### src/rtl/trig_pkg.sv
// Shared types and constants for the angle sequencer and its wrap adder.
package trig_pkg;

    localparam int unsigned THETA_W   = 10;
    localparam int unsigned TRIG_W    = 16;
    localparam int unsigned TABLE_LEN = 805;
    localparam int unsigned QUARTER   = 201;
    localparam int unsigned STEP_W    = 8;

    typedef logic        [THETA_W-1:0] theta_t;
    typedef logic signed [TRIG_W-1:0]  trig_t;
    typedef logic signed [11:0]        delta_t;

    typedef enum logic [2:0] {
        S_IDLE,
        S_UPDATE,
        S_RD_COS,
        S_RD_SIN,
        S_HOLD
    } seq_state_e;

    localparam theta_t TABLE_LEN_T  = theta_t'(TABLE_LEN);
    localparam delta_t TABLE_LEN_D  = delta_t'(TABLE_LEN);
    localparam delta_t NEG_QUARTER  = delta_t'(-int'(QUARTER));

    // Loaded angles only need one subtract: 10-bit inputs are below 2*805.
    function automatic theta_t load_reduce(input theta_t v);
        return (v >= TABLE_LEN_T) ? theta_t'(v - TABLE_LEN_T) : v;
    endfunction

endpackage

### src/rtl/angle_wrap.sv
// Combinational modular adder: y = (a + delta) mod TABLE_LEN for |delta| < TABLE_LEN.
module angle_wrap
    import trig_pkg::*;
(
    input  theta_t a,
    input  delta_t delta,
    output theta_t y
);

    logic signed [11:0] w_sum;
    logic signed [11:0] w_res;

    always_comb begin
        w_sum = $signed({2'b00, a}) + delta;
        if (w_sum < 12'sd0) begin
            w_res = w_sum + TABLE_LEN_D;
        end else if (w_sum >= TABLE_LEN_D) begin
            w_res = w_sum - TABLE_LEN_D;
        end else begin
            w_res = w_sum;
        end
        y = w_res[THETA_W-1:0];
    end

endmodule

### src/rtl/angle_sequencer.sv
// Per-frame angle advance, then two cos-ROM reads (cos, shifted cos = sin)
// presented downstream as a valid/ready pair.
module angle_sequencer
    import trig_pkg::*;
(
    input  logic              Clk,
    input  logic              Reset_n,
    input  logic              frame_tick,
    input  logic [STEP_W-1:0] omega,
    input  logic              load_en,
    input  theta_t            load_theta,
    output theta_t            rom_theta,
    input  trig_t             rom_out,
    output theta_t            theta,
    output trig_t             cos_val,
    output trig_t             sin_val,
    output logic              pair_valid,
    input  logic              pair_ready,
    output logic              busy,
    output logic              overrun
);

    seq_state_e r_state;
    seq_state_e w_next;

    theta_t r_theta;
    theta_t r_rom_theta;
    theta_t r_sin_addr;
    trig_t  r_cos;
    trig_t  r_sin;
    logic   r_pending;
    logic   r_overrun;

    delta_t w_step;
    theta_t w_new_theta;
    theta_t w_sin_addr;

    assign w_step = {{(12-STEP_W){omega[STEP_W-1]}}, omega};

    angle_wrap u_step_wrap (
        .a     (r_theta),
        .delta (w_step),
        .y     (w_new_theta)
    );

    // sin address is derived from the freshly advanced angle, not the old one
    angle_wrap u_quarter_wrap (
        .a     (w_new_theta),
        .delta (NEG_QUARTER),
        .y     (w_sin_addr)
    );

    always_comb begin
        w_next = r_state;
        case (r_state)
            S_IDLE:   if (frame_tick || r_pending) w_next = S_UPDATE;
            S_UPDATE: w_next = S_RD_COS;
            S_RD_COS: w_next = S_RD_SIN;
            S_RD_SIN: w_next = S_HOLD;
            S_HOLD:   if (pair_ready) w_next = S_IDLE;
            default:  w_next = S_IDLE;
        endcase
    end

    always_ff @(posedge Clk or negedge Reset_n) begin
        if (!Reset_n) begin
            r_state     <= S_IDLE;
            r_theta     <= '0;
            r_rom_theta <= '0;
            r_sin_addr  <= '0;
            r_cos       <= '0;
            r_sin       <= '0;
            r_pending   <= 1'b0;
            r_overrun   <= 1'b0;
        end else begin
            r_state <= w_next;
            if (r_state == S_IDLE) begin
                if (load_en) r_theta <= load_reduce(load_theta);
                if (frame_tick || r_pending) r_pending <= 1'b0;
            end else if (frame_tick) begin
                if (r_pending) r_overrun <= 1'b1;
                else           r_pending <= 1'b1;
            end
            // ROM address is loaded one cycle ahead of each read state
            case (r_state)
                S_UPDATE: begin
                    r_theta     <= w_new_theta;
                    r_sin_addr  <= w_sin_addr;
                    r_rom_theta <= w_new_theta;
                end
                S_RD_COS: begin
                    r_cos       <= rom_out;
                    r_rom_theta <= r_sin_addr;
                end
                S_RD_SIN: r_sin <= rom_out;
                default: ;
            endcase
        end
    end

    assign rom_theta  = r_rom_theta;
    assign theta      = r_theta;
    assign cos_val    = r_cos;
    assign sin_val    = r_sin;
    assign pair_valid = (r_state == S_HOLD);
    assign busy       = (r_state != S_IDLE);
    assign overrun    = r_overrun;

endmodule
### config.mk
export PLATFORM = sky130hd
export DESIGN_NAME = angle_sequencer
export DESIGN_NICKNAME = d
export VERILOG_FILES = /design/src/rtl/trig_pkg.sv /design/src/rtl/angle_wrap.sv /design/src/rtl/angle_sequencer.sv
export SDC_FILE = /design/constraint.sdc
export NUM_CORES = 1
export LEC_CHECK = 0
export CAP_MARGIN = 15
export CORE_MARGIN = 2
export CORE_UTILIZATION = 36
export DETAILED_ROUTE_END_ITERATION = 10
export PLACE_DENSITY = 0.66
export SLEW_MARGIN = 20
export SYNTH_ARGS = -nofsm -noshare
export SYNTH_HDL_FRONTEND = slang
export SYNTH_HIERARCHICAL = 1
export SYNTH_SLANG_ARGS = --single-unit
### constraint.sdc
create_clock -name Clk -period 12.8 [get_ports Clk]
set_input_delay 1.28 -clock Clk [delete_from_list [all_inputs] [get_ports Clk]]
set_output_delay 1.28 -clock Clk [all_outputs]
set_load 0.005 [all_outputs]
---- Word-level counts from Yosys, hierarchy flattened ----
Cells that the tools add are included.
storage, ports and cells
  bits in registers ....................... 67
  output and inout port bits .............. 55
  logic and storage cells ................. 53
operators by class
  $add $sub $neg .......................... 7
  magnitude comparators ................... 5
  equality and inequality tests ........... 6
  mux-type cells .......................... 15
  bitwise logic cells ..................... 1
  reductions and logical operators ........ 11
operator list
  cell                    count
  $mux 10                 8
  $ge 12x11->1 const B    2
  $lt 12x1->1 const B     2
  $add 10x9->10 const B   2
  $pmux 10 s2             1
  $sub 10x9->10 const B   2
  $pmux 3 s5              1
  $add 11x8->12           1
  $add 11x9->12 const B   1
  $ge 10x10->1 const B    1
  $sub 10x10->10 const B  1
  $reduce_bool 2->1       4
  $eq 3x2->1 const B      2
  $mux 3                  2
  $reduce_and 2->1        3
  $ne 2x1->1 const B      2
  $eq 3x1->1 const B      1
  $eq 3x3->1 const B      1
  $logic_not 3->1         1
  $mux 1                  3
  $reduce_and 3->1        1
  $reduce_bool 3->1       1
  $logic_or 1x1->1        1
  $not 1->1               1

---- Longest topological paths before layout ----
  word-level depth ........................ 8
  depth in mapped cells ................... 26
  mapped depth without buffers ............ 24

---- Hierarchy ----
Netlist, hierarchy kept.
modules (own cells, without submodules)
  module           instances  cells each  area each (µm²)  seq. area each (µm²)
  angle_sequencer  1          249         2,882.8          1,676.6
  angle_wrap       2          126         933.4            0.0

---- Worst setup path after synthesis ----
No wires, ideal clock.
  path type ............................... input port to flip-flop
  start ................................... input omega[0]
  end ..................................... register r_sin_addr[4]
  data arrival time ....................... 5,827 ps
  required time ........................... 12,735 ps
  slack ................................... 6,907 ps
  stages on the path ...................... 26
  cell sequence ........................... ha_1 -> inv_1 -> fa_1 -> and2b_1 -> o22ai_1 -> xnor2_1 -> nor3_1 -> o211ai_1 -> a211oi_2 -> buf_4 -> and2b_1 -> xnor2_1 -> ha_1 -> inv_1 -> fa_1 -> and2b_1 -> o22ai_1 -> xnor2_1 -> nor3_1 -> o211ai_1 -> a211oi_2 -> buf_4 -> o41ai_1 -> xor2_1 -> nand2_1 -> nand2_1
on the way
  longest elaborated chain between the ends .. 8
RTL lines
  item                                           RTL line                            source
  start, declared                                angle_sequencer.sv:9                input logic [STEP_W-1:0] omega,
  $add 11x8->12 *                                angle_wrap.sv:14                    w_sum = $signed({2'b00, a}) + delta;
  $sub 10x9->10 or $ge 12x11->1 (tied branches)  angle_wrap.sv:18, angle_wrap.sv:17
  $mux 10                                        angle_wrap.sv:17                    end else if (w_sum >= TABLE_LEN_D) begin
  $mux 10 *                                      angle_wrap.sv:15                    if (w_sum < 12'sd0) begin
  named net w_new_theta[0]                       angle_sequencer.sv:35               theta_t w_new_theta;
  $add 11x9->12 *                                angle_wrap.sv:14
  $sub 10x9->10 or $ge 12x11->1 (tied branches)  angle_wrap.sv:18, angle_wrap.sv:17
  $mux 10                                        angle_wrap.sv:17
  $mux 10 *                                      angle_wrap.sv:15
  named net w_sin_addr[4]                        angle_sequencer.sv:36               theta_t w_sin_addr;
  end signal, assigned                           angle_sequencer.sv:88               r_sin_addr <= w_sin_addr;
  end, declared                                  angle_sequencer.sv:28               theta_t r_sin_addr;
The timed path passes the listed nets; every way through them passes the cells marked *.
A chain may end at the register's enable or synchronous reset.

---- Worst setup path in the final report ----
  start ................................... input omega[0]
  end ..................................... register r_sin_addr[9]
Same word-level chain as after synthesis.

==> impl_metrics.tcl <==
set metrics [dict create \
    synthCells 501 \
    hold_viol 0 \
    clock_latency_ps 330 \
    yosysTopAreaCell "dfrtp_1" \
    status "finished, final reports clean" \
    yosysUniqueCellTypes 59 \
    initial_core_util 0.372 \
    r2r-start "theta[0]" \
    clk_pin_slew_worst_paths_ps 60 \
    layout_commonest_cell "clkdlybuf4s50_1" \
    end_kind "register" \
    cp_slowest_stage_delay_ps 690 \
    io_pins 94 \
    cts_buffer_depth 2 \
    dp_hpwl_mm 9.14 \
    syn2layout_area_growth_pct 30.5 \
    synth-edff-count 0 \
    drt-initial-drc-count 208 \
    antenna_left 0 \
    max_freq_ghz 0.143 \
    via_per_inst 5.23 \
    drv_slew 0 \
    cp_top_family "compound AO/OA/AOI/OAI gates" \
    path_max_fanout 11 \
    wirelength_mm 11.7 \
    crit_slowest_cell "a211oi_2" \
    n_antenna_cell 0 \
    syn_area_sq_um 4750 \
    die_h_um 119 \
    yosys-top-cells-area "dfrtp_1 (35%), ha_1 (7.9%), nand2_1 (6.2%)" \
    rsz0062_at_grt "no" \
    cts_buffers 9 \
    grt_start_max_net_pins 68 \
    whs_endpoint "rom_theta[0]" \
    worstPathArrival_ps 7230 \
    cts_tree "done" \
    cts-root-buf "clkbuf_16" \
    htreeDepth 3 \
    async_flop_share 1.00 \
    worstSetupPathType "input port to register" \
    via_count 4111 \
    worst_slew_pin_slew_ps 1080 \
    postCtsHoldBufs 0 \
    globalRouteTotalUtil 0.171 \
    maxCapViolCount 0 \
    routabilityCongestion 0.873 \
    final_nets 680 \
    min_path_type "register to register" \
    syn_avg_cell_area_sq_um 9.48 \
    chipWidth_um 119 \
    cp_data_required_time_ps 13020 \
    ys.flop_type "dfrtp_1" \
    synth_top_area_frac 0.353 \
    antenna_found_initial 0 \
    hold_path_depth 2 \
    regArea_sq_um 1680 \
    tns_ps 0 \
    period_needed_ps 7010 \
    portBuffers 93 \
    worstHoldStart "rom_theta[0]" \
    multi_input_area_sq_um 2990 \
    slew_headroom 0.283 \
    placed_area_sq_um 5890 \
    grt_pass1_wl_mm 19.8 \
    setup_viol 0 \
    dr.pass1.iters 5 \
    drive_above_1_share 0.106 \
    ys_warn_count 6 \
    ys_seq_elements 67 \
    clock_skew_ps 4.94 \
    ys_seq_area_frac 0.353 \
    reg2regPathDepth 24 \
    critPathLaunchType "input port" \
    holdWs_ps 463 \
    finalCritPeriodShare 0.548 \
    clock_sinks 67 \
    core_area_sq_um 12800 \
    layout_common_cells "clkdlybuf4s50_1 (92), nand2_1 (78), dfrtp_1 (67)" \
    worstReg2RegEnd "r_sin_addr[9]" \
    overflow 0 \
    rows 41 \
    crit_buf_inv 3 \
    utilization 0.485 \
    final_area_sq_um 6200 \
    first_global_vias 4096 \
    drc 0 \
    die-area_sq_um 14100 \
    fillers 1194 \
    post-cts-setup-buffer-count 0 \
    cts_resized 0 \
    r2r_setup_slack_ps 6710 \
    wl_per_cell_um 14.9 \
]
-- registers in the layout, indices dropped and copies added, names as in the netlist --
name	cells
cos_val	16
r_sin_addr	10
overrun	1
theta	10
sin_val	16
rom_theta	10
r_state	3
r_pending	1
-- stage by stage --
stage	setup slack (ps)	std cells
2_1_floorplan	6910	518
5_1_grt	5260	786
4_1_cts	5820	786
3_3_place_gp	5640	770
6_report	5790	786
3_5_place_dp	5500	770
-- synth_stat cells (7+ instances only) --
master,n
xor2_1,19
buf_2,11
inv_1,18
mux2_2,21
nand2_1,78
o211ai_1,10
mux2_1,11
o31ai_1,16
dfrtp_1,67
ha_1,30
nor3_1,12
o21ai_1,10
and2_1,9
nor2_1,18
nand3_1,10
a22oi_1,16
a21oi_1,20
o21ai_0,14
xnor2_1,15
nand2b_1,7
-- cells by family (layout without fill, tap and decap cells) --
family          after synthesis  after routing  share of synthesized area
other cells                   2             19                    0.00158
fa+ha+maj                    32             32                     0.0875
xor+xnor                     38             38                     0.0764
mux                          35             35                     0.0832
flops                        67             67                      0.353
compound gates              124            124                      0.192
buf+inv                      33            129                     0.0321
simple gates                170            170                      0.175
-- worst register-to-register path, cell delays in order, from the launching register on --
cell and delay (ps):
dfrtp_1 430, ha_1 250, inv_1 70, fa_1 190, and2b_1 200, o211ai_1 210, nand2_1 140, xnor2_2 350
o211ai_1 170, a211oi_2 670, and2b_1 230, xnor2_1 200, ha_1 250, inv_1 60, fa_1 410, and2b_1 230
o22ai_1 90, xnor2_1 230, nor3_1 250, o211ai_1 120, a211oi_2 690, o32ai_1 220, xor2_1 180, nand2_1 70
nand2_1 60
-- worst max-delay path by stage --
stage	start	to	slack, ps	depth (start not counted)
floorplan	omega[0]	r_sin_addr[4]	6910	26
global placement	omega[6]	r_sin_addr[9]	5640	23
detailed placement	omega[0]	r_sin_addr[9]	5500	25
CTS	omega[0]	r_sin_addr[9]	5820	25
global route	omega[0]	r_sin_addr[9]	5260	25
finish	omega[0]	r_sin_addr[9]	5790	25
-- routing by layer --
layer	global-route usage	vias up	part of all wire
met1	0.221	1975	0.46
li1	-	2000	-
met2	0.291	121	0.48
met3	0.0383	15	0.047
met4	0.0424	0	0.013
met5	0	-	0
-- cell type report --
cell class                      instances  share of cell area
Multi-Input combinational cell        418               0.482
Clock buffer                            9              0.0363
Clock inverter                          7              0.0133
Inverter                               18              0.0109
Sequential cell                        67               0.271
Timing Repair Buffer                   95               0.152
Tap cell                              172              0.0347
Power is left out: the tool's default activity adds up to more than one toggle a clock period on the data nets, which glitch-free logic cannot reach.
